[src/rtl/uart_frame_controller.sv]
// Frame controller between UART_RX and UART_TX: hunts for HEADER, checks LEN/payload/XOR
// checksum, streams payload bytes to the NN loader and answers each frame with ACK or NAK.
module uart_frame_controller #(
  parameter int         MAX_LEN  = 16,
  parameter logic [7:0] HEADER   = 8'hAA,
  parameter logic [7:0] ACK_BYTE = 8'h06,
  parameter logic [7:0] NAK_BYTE = 8'h15,
  parameter int         TIMEOUT  = 100000
) (
  input  logic       clk,
  input  logic       rst,
  input  logic [7:0] rx_data,
  input  logic       rx_done,
  output logic       rx_en,
  output logic [7:0] tx_data,
  output logic       tx_en,
  input  logic       tx_done,
  output logic [7:0] pl_data,
  output logic [7:0] pl_index,
  output logic       pl_valid,
  output logic       frame_ok,
  output logic       frame_err,
  output logic       busy
);

  localparam int             TO_W      = $clog2(TIMEOUT + 1);
  localparam logic [TO_W-1:0] TO_LAST  = TO_W'(TIMEOUT - 1);
  localparam logic [TO_W-1:0] TO_ONE   = TO_W'(1);
  localparam logic [7:0]      MAX_LEN_B = 8'(MAX_LEN);

  typedef enum logic [2:0] {
    S_IDLE    = 3'd0,
    S_LEN     = 3'd1,
    S_PAYLOAD = 3'd2,
    S_CHK     = 3'd3,
    S_SEND    = 3'd4,
    S_WAIT_TX = 3'd5
  } state_t;

  function automatic logic [7:0] chk_update(input logic [7:0] chk, input logic [7:0] b);
    return chk ^ b;
  endfunction

  state_t          state_r;
  state_t          next_state_s;
  logic            ack_s;
  logic            in_frame_s;
  logic            timeout_s;
  logic [7:0]      len_r;
  logic [7:0]      count_r;
  logic [7:0]      chk_r;
  logic [TO_W-1:0] to_cnt_r;

  assign in_frame_s = (state_r == S_LEN) || (state_r == S_PAYLOAD) || (state_r == S_CHK);
  assign timeout_s  = in_frame_s && !rx_done && (to_cnt_r == TO_LAST);

  // State register
  always_ff @(posedge clk or posedge rst) begin
    if (rst) begin
      state_r <= S_IDLE;
    end else begin
      state_r <= next_state_s;
    end
  end

  // Next-state decode; ack_s selects the reply whenever the next state is SEND
  always_comb begin
    next_state_s = state_r;
    ack_s        = 1'b0;
    case (state_r)
      S_IDLE: begin
        if (rx_done && (rx_data == HEADER)) next_state_s = S_LEN;
        else                                next_state_s = S_IDLE;
      end
      S_LEN: begin
        if (rx_done) begin
          if (rx_data == 8'd0)            next_state_s = S_CHK;
          else if (rx_data > MAX_LEN_B)   next_state_s = S_SEND;
          else                            next_state_s = S_PAYLOAD;
        end else if (timeout_s) begin
          next_state_s = S_SEND;
        end else begin
          next_state_s = S_LEN;
        end
      end
      S_PAYLOAD: begin
        if (rx_done) begin
          if (count_r == (len_r - 8'd1)) next_state_s = S_CHK;
          else                           next_state_s = S_PAYLOAD;
        end else if (timeout_s) begin
          next_state_s = S_SEND;
        end else begin
          next_state_s = S_PAYLOAD;
        end
      end
      S_CHK: begin
        if (rx_done) begin
          next_state_s = S_SEND;
          ack_s        = (rx_data == chk_r);
        end else if (timeout_s) begin
          next_state_s = S_SEND;
        end else begin
          next_state_s = S_CHK;
        end
      end
      S_SEND:    next_state_s = S_WAIT_TX;
      S_WAIT_TX: begin
        if (tx_done) next_state_s = S_IDLE;
        else         next_state_s = S_WAIT_TX;
      end
      default:   next_state_s = S_IDLE;
    endcase
  end

  // Frame datapath and registered outputs, all timed from next_state_s
  always_ff @(posedge clk or posedge rst) begin
    if (rst) begin
      len_r     <= 8'd0;
      count_r   <= 8'd0;
      chk_r     <= 8'd0;
      to_cnt_r  <= {TO_W{1'b0}};
      rx_en     <= 1'b1;
      tx_en     <= 1'b0;
      tx_data   <= 8'd0;
      pl_data   <= 8'd0;
      pl_index  <= 8'd0;
      pl_valid  <= 1'b0;
      frame_ok  <= 1'b0;
      frame_err <= 1'b0;
      busy      <= 1'b0;
    end else begin
      pl_valid  <= 1'b0;
      tx_en     <= 1'b0;
      frame_ok  <= 1'b0;
      frame_err <= 1'b0;
      rx_en     <= (next_state_s != S_SEND) && (next_state_s != S_WAIT_TX);
      busy      <= (next_state_s != S_IDLE);

      if (in_frame_s && !rx_done) to_cnt_r <= to_cnt_r + TO_ONE;
      else                        to_cnt_r <= {TO_W{1'b0}};

      case (state_r)
        S_LEN: begin
          if (rx_done) begin
            len_r   <= rx_data;
            chk_r   <= rx_data;
            count_r <= 8'd0;
          end
        end
        S_PAYLOAD: begin
          if (rx_done) begin
            pl_valid <= 1'b1;
            pl_data  <= rx_data;
            pl_index <= count_r;
            chk_r    <= chk_update(chk_r, rx_data);
            count_r  <= count_r + 8'd1;
          end
        end
        default: ;
      endcase

      // Only frame states can enter SEND, so this fires once per frame
      if (next_state_s == S_SEND) begin
        tx_en     <= 1'b1;
        tx_data   <= ack_s ? ACK_BYTE : NAK_BYTE;
        frame_ok  <= ack_s;
        frame_err <= !ack_s;
      end
    end
  end

endmodule

[config.mk]
export PLATFORM = sky130hd
export DESIGN_NAME = uart_frame_controller
export DESIGN_NICKNAME = d
export VERILOG_FILES = /design/src/rtl/uart_frame_controller.sv
export SDC_FILE = /design/constraint.sdc
export NUM_CORES = 1
export LEC_CHECK = 0
export CORE_UTILIZATION = 40
export CTS_BUF_LIST = sky130_fd_sc_hd__clkbuf_8
export DETAILED_ROUTE_END_ITERATION = 6
export MAX_ROUTING_LAYER = met4
export PLACE_DENSITY = 0.67
export RECOVER_POWER = 50
export SYNTH_ARGS = -nofsm -noshare
export SYNTH_HDL_FRONTEND = slang
export SYNTH_SLANG_ARGS = --single-unit
[constraint.sdc]
create_clock -name clk -period 2.65 [get_ports clk]
set_clock_uncertainty 0.05 [all_clocks]
set_input_delay 0.53 -clock clk [delete_from_list [all_inputs] [get_ports clk]]
set_output_delay 0.53 -clock clk [all_outputs]
set_load 0.02 [all_outputs]
==> Word level (Yosys, flattened, before mapping) <==
Index checks and enable logic that the tools add are counted.
{ "word_totals": {"elab_cells": 75, "regBits": 74, "input_bits": 12} }
{ "op_classes": {"n_eq_ne": 14, "n_lt_le_gt_ge": 1, "mux": 27, "n_reduce_logical": 15, "add_sub_neg": 3, "bitwise": 1} }
{ "ops": {"columns": ["op", "count"], "rows": [
  ["8-bit 2-to-1 mux", 4],
  ["8-bit one-hot mux with 2 select lines", 2],
  ["3-bit 2-to-1 mux", 9],
  ["3-bit one-hot mux with 6 select lines", 1],
  ["17-bit by 1-bit adder with 17-bit output (second input constant)", 1],
  ["17-bit == test (second input constant)", 1],
  ["17-bit 2-to-1 mux", 1],
  ["8-bit == test", 2],
  ["3-bit == test (second input constant)", 3],
  ["1-bit 2-to-1 mux", 9],
  ["8-bit by 1-bit adder with 8-bit output (second input constant)", 1],
  ["8-bit == test (second input constant)", 1],
  ["8-bit by 5-bit greater-than comparator with 1-bit output (second input constant)", 1],
  ["8-bit zero test", 1],
  ["8-bit by 1-bit subtractor with 8-bit output (second input constant)", 1],
  ["8-bit bitwise XOR", 1],
  ["3-bit by 2-bit == test with 1-bit output (second input constant)", 2],
  ["3-bit inequality test (second input constant)", 2],
  ["5-bit 2-to-1 mux", 1],
  ["1-bit logical AND", 4],
  ["2-bit inequality test (second input constant)", 2],
  ["2-bit AND reduction", 2],
  ["3-bit by 1-bit == test with 1-bit output (second input constant)", 1],
  ["3-bit zero test", 1],
  ["5 further kinds", 7]
]} }

==> Longest topological paths before layout <==
{ "logic_depth": {"depth_word": 10, "depth_mapped": 7, "depth_no_buf": 7} }

==> Least setup slack after synthesis <==
No wires, ideal clock.
{ "synth_timing": {"path_kind": "input to register", "startpoint": "input rx_data[0]", "endpoint": "register tx_data[0]", "path_slack_ns": 0.616, "setup_time_ns": 0.147, "stages": 5, "arrival_time_ns": 1.838, "cell_sequence": "buf_2 -> or4_1 -> a21o_1 -> a21oi_1 -> a21oi_1"} }
{ "synth_between": {"elab_chain_cells": 6} }
{ "synth_rtl": {"columns": ["element", "line", "rtl"], "rows": [
  ["start: declaration", "12", "input logic [7:0] rx_data,"],
  ["8-bit by 5-bit greater-than comparator with 1-bit output", "78", "else if (rx_data > MAX_LEN_B) next_state_s = S_SEND;"],
  ["3-bit 2-to-1 mux", "78", null],
  ["3-bit 2-to-1 mux", "77", "if (rx_data == 8'd0) next_state_s = S_CHK;"],
  ["3-bit 2-to-1 mux", "76", "if (rx_done) begin"],
  ["3-bit one-hot mux with 6 select lines", "70", "case (state_r)"],
  ["3-bit == test", "163", "if (next_state_s == S_SEND) begin"],
  ["end signal: assignment", "165", "tx_data <= ack_s ? ACK_BYTE : NAK_BYTE;"],
  ["end: declaration", "15", "output logic [7:0] tx_data,"]
]} }
Several ways; a longest one is shown, not always the timed one.
A chain may end at the register's enable or synchronous reset.

==> Worst setup path after layout <==
{ "layout_timing": {"startpoint": "input rx_done", "endpoint": "register tx_data[1]"} }
{ "layout_between": {"elab_chain_cells": 7} }
{ "layout_rtl": {"columns": ["element", "line", "rtl"], "rows": [
  ["start: declaration", "13", "input logic rx_done,"],
  ["1-bit zero test", "55", "assign timeout_s = in_frame_s && !rx_done && (to_cnt_r == TO_LAST);"],
  ["1-bit logical AND (2 in a row)", "55", null],
  ["3-bit 2-to-1 mux (on tied branches)", "100, 80, 90", null],
  ["3-bit 2-to-1 mux (on tied branches)", "97, 76, 87", null],
  ["3-bit one-hot mux with 6 select lines", "70", null],
  ["3-bit == test", "163", null]
]} }
Several ways; a longest one is shown, not always the timed one.

==> results.md <==
* Synth warn at 0
* Crit-path cells: dlygate4sd3_1, nor2_1, o21ai_2, clkbuf_1, nor4_1, a21oi_1, buf_4, a21o_1
* Synth Register Bits at between 60 and 70
* CTS tree: yes
* Synth Area in Simple Gates at 0.175
* Post-Synthesis Cells at 336
* Hold depth at 1
* Via count of the first global-routing pass at 2509
* Synth async-reset ratio at 1.00
* Util after Layout at 0.499
* DRT Wirelength at between 7000 and 8000 µm
* Synth unique cells at 49
* Placed Cells at about 470
* # port buffers at 37
* Ys flop type: dfrtp_1
* Dpl hpwl at between 5000 and 6000 µm
* Vias at 2563
* IO Pins at 42
* Die Width at about 94 µm
* Routed Antenna Nets at 0
* Worst flop-to-flop path endpoint: busy
* Xor and xnor area share after synthesis at 0.0821
* Syn Area/Cell at about 10 µm²
* Vias per cell at around 5.2
* Area of the core at between 8000 and 9000 µm²
* Wire length per cell at around 15 µm
* CP Class: in -> reg
* CP top delay family: buffers and inverters
* Worst Setup Start Kind: input pin
* Final TNS setup at 0 ns
* Hold Violations, Final at 0
* Status: completed
* Final net count at just under 400
* Post-Synth Adder-Cell Area at 0.0110
* WP data required at ~2.9 ns
* Post-placement cell area at 3940 µm²
* Total power at around 3.2 mW
* Final std cell area, no fill at between 4000 and 5000 µm²
* Clock slew at reported path FFs at approximately 0.080 ns
* Commonest non-fill, non-tap cell in the layout: dfrtp_1
* Largest family of logic cells by synthesized area: simple AND/OR/NAND/NOR gates
* DRC errors left at 0
* Final Slew Violations at 0
* Tcrit/Tclk final at 0.873
* Nature of the critical path endpoint: register
* Mapped cell area at about 3400 µm²
* Worst EP arrival at ~2.5 ns
* Hold Path Sink: tx_data[2]
* Seq/Total Area, Yosys at 0.506
* Max stage delay cell, worst path: dlygate4sd3_1
* Filler instances at between 700 and 800
* Buf+Inv Stages, Crit Path at 3
* WHS at roughly 0.43 ns
* Clock Sinks at between 60 and 70
* Hold Path Class: reg -> reg
* Reg2reg setup slack at around 0.44 ns
* Cell area power density at ~800 nW/µm²
* Layout area overhead at 20.2%
* 1st-pass router iterations at 4
* Die area at ~9000 µm²
* Worst slew pin tran at between 0.5 and 0.6 ns
* Antenna fix cells at 0
* Rel. slew slack at 0.618
* DP Worst Slack at approximately 0.21 ns
* LEAKAGE at approximately 1.8 nW
* Synth Area in Compound Gates at 0.103
* EDFF count, synth at 0
* Starting DRT DRC Count at around 130
* Multiplexer share of the synthesized area at 0.0693
* Most frequent cells in the layout: dfrtp_1 (68), clkdlybuf4s50_1 (35), nor2_1 (26)
* First-pass GRT wire length at 12400 µm
* Ratio of cells with drive above 1 in the final layout at 0.153
* Gr ovfl total at 0
* HP Start: tx_data[2]
* Cts repair resizes at 0
* Unrepaired setup endpoints after global routing: false
* CTS H-tree lvls at 3
* Clock Latency Late Sink at between 0.3 and 0.4 ns
* Core Rows at 33
* Setup bufs post-CTS at 0
* Cts-stage hold buffer count at 0
* Fmax at between 400 and 500 MHz
* Worst-case reg-to-reg path depth at 5
* Num CTS Buffers at 9
* Layout Cells excl Fill at roughly 500
* Final setup vio count at 0
* CP Max Fanout at 8
* Delay of the slowest critical-path stage at 0.56 ns
* Gr usage total at 0.191
* Max_cap viols at 0
* Worst vdd ir at between 0.0004 and 0.0005 V
* Clock Tree Root: clkbuf_8
* Setup ws final at 0.338 ns
* Worst-case clock buffer depth at 2
* GP Congestion at 0.841
* Antenna violations before repair at 0
* Min Tclk post-route at between 2 and 2.5 ns
* DIE HEIGHT at ~94 µm
* Largest net degree at the start of global routing at 70
* Reg2reg start: to_cnt_r[5]
* Starting Density at 0.415
[synthesized netlist by cell type, types with 2 or more instances]
| library cell | instances | share of area |
|---|---|---|
| dfrtp_1 | 68 | 0.50 |
| nor2_1 | 26 | 0.029 |
| o21ai_0 | 23 | 0.034 |
| xnor2_1 | 23 | 0.059 |
| a21oi_1 | 22 | 0.032 |
| mux2_2 | 21 | 0.069 |
| nand2_1 | 21 | 0.023 |
| nand3_1 | 20 | 0.029 |
| clkbuf_1 | 14 | 0.015 |
| inv_1 | 10 | 0.011 |
| xor2_1 | 9 | 0.023 |
| nand4_1 | 7 | 0.013 |
| and3_1 | 5 | 0.0092 |
| buf_4 | 5 | 0.011 |
| nand2b_1 | 5 | 0.0092 |
| nor4_1 | 5 | 0.0092 |
| or4_1 | 4 | 0.0088 |
| clkbuf_2 | 3 | 0.0044 |
| ha_1 | 3 | 0.011 |
| or3_1 | 3 | 0.0055 |
| a211oi_1 | 2 | 0.0044 |
| a21o_1 | 2 | 0.0044 |
| a31oi_1 | 2 | 0.0037 |
| and3_2 | 2 | 0.0044 |
| clkbuf_8 | 2 | 0.0081 |
| nand3b_1 | 2 | 0.0044 |
| nor3_1 | 2 | 0.0029 |
| o21a_1 | 2 | 0.0044 |
| o22ai_1 | 2 | 0.0037 |
| o31ai_1 | 2 | 0.0044 |
[metal layers]
| layer | vias to the layer above | track usage | part of all wire |
|---|---|---|---|
| li1 | 1250 | - | - |
| met2 | 51 | 0.274 | 0.46 |
| met3 | 13 | 0.0290 | 0.040 |
| met1 | 1249 | 0.264 | 0.48 |
| met5 | - | - | 0 |
| met4 | 0 | 0.0923 | 0.021 |
[area by class of cell]
type                    instances  area [µm²]  area share
inverters                      11        41.3      0.0101
clock inverters                 5        26.3     0.00640
flip-flops and latches         69        1730       0.421
well taps                     105         131      0.0320
multi-input cells             234        1520       0.370
repair buffers                 55         507       0.124
clock buffers                  11         151      0.0369
[power breakdown]
part	leakage [nW]	internal [mW]	total [mW]	switching, mW
sequential	0.909	1.27	1.48	0.213
clock	0.0963	0.382	0.783	0.401
combinational	0.759	0.474	0.951	0.477
[cell families (layout without fill, tap and decap cells)]
logic type | Yosys count | count (layout)
multiplexers | 21 | 21
XOR/XNOR | 32 | 32
AO/OA/AOI/OAI | 62 | 62
AND/OR/NAND/NOR | 112 | 112
buffers and inverters | 36 | 82
flip-flops | 69 | 69
adder cells (fa/ha/maj) | 3 | 3
other | 1 | 4
[flip-flops by register name, summed over array words and instances (netlist names)]
signal     cells
busy           1
chk_r          8
count_r        8
frame_err      1
frame_ok       1
len_r          8
pl_data        8
pl_index       8
pl_valid       1
rx_en          1
state_r        3
to_cnt_r      17
tx_data        3
tx_en          1
[worst max-delay path by stage]
stage,startpoint,cells after the start,end
after global routing,rx_done,8,tx_data[1]
final,rx_done,8,tx_data[1]
after CTS,to_cnt_r[5],5,busy
after detailed placement,rx_done,8,tx_data[1]
after floorplan,rst,1,busy
after global placement,rx_done,6,busy
Note: power is estimated with default switching activity, not from simulation.
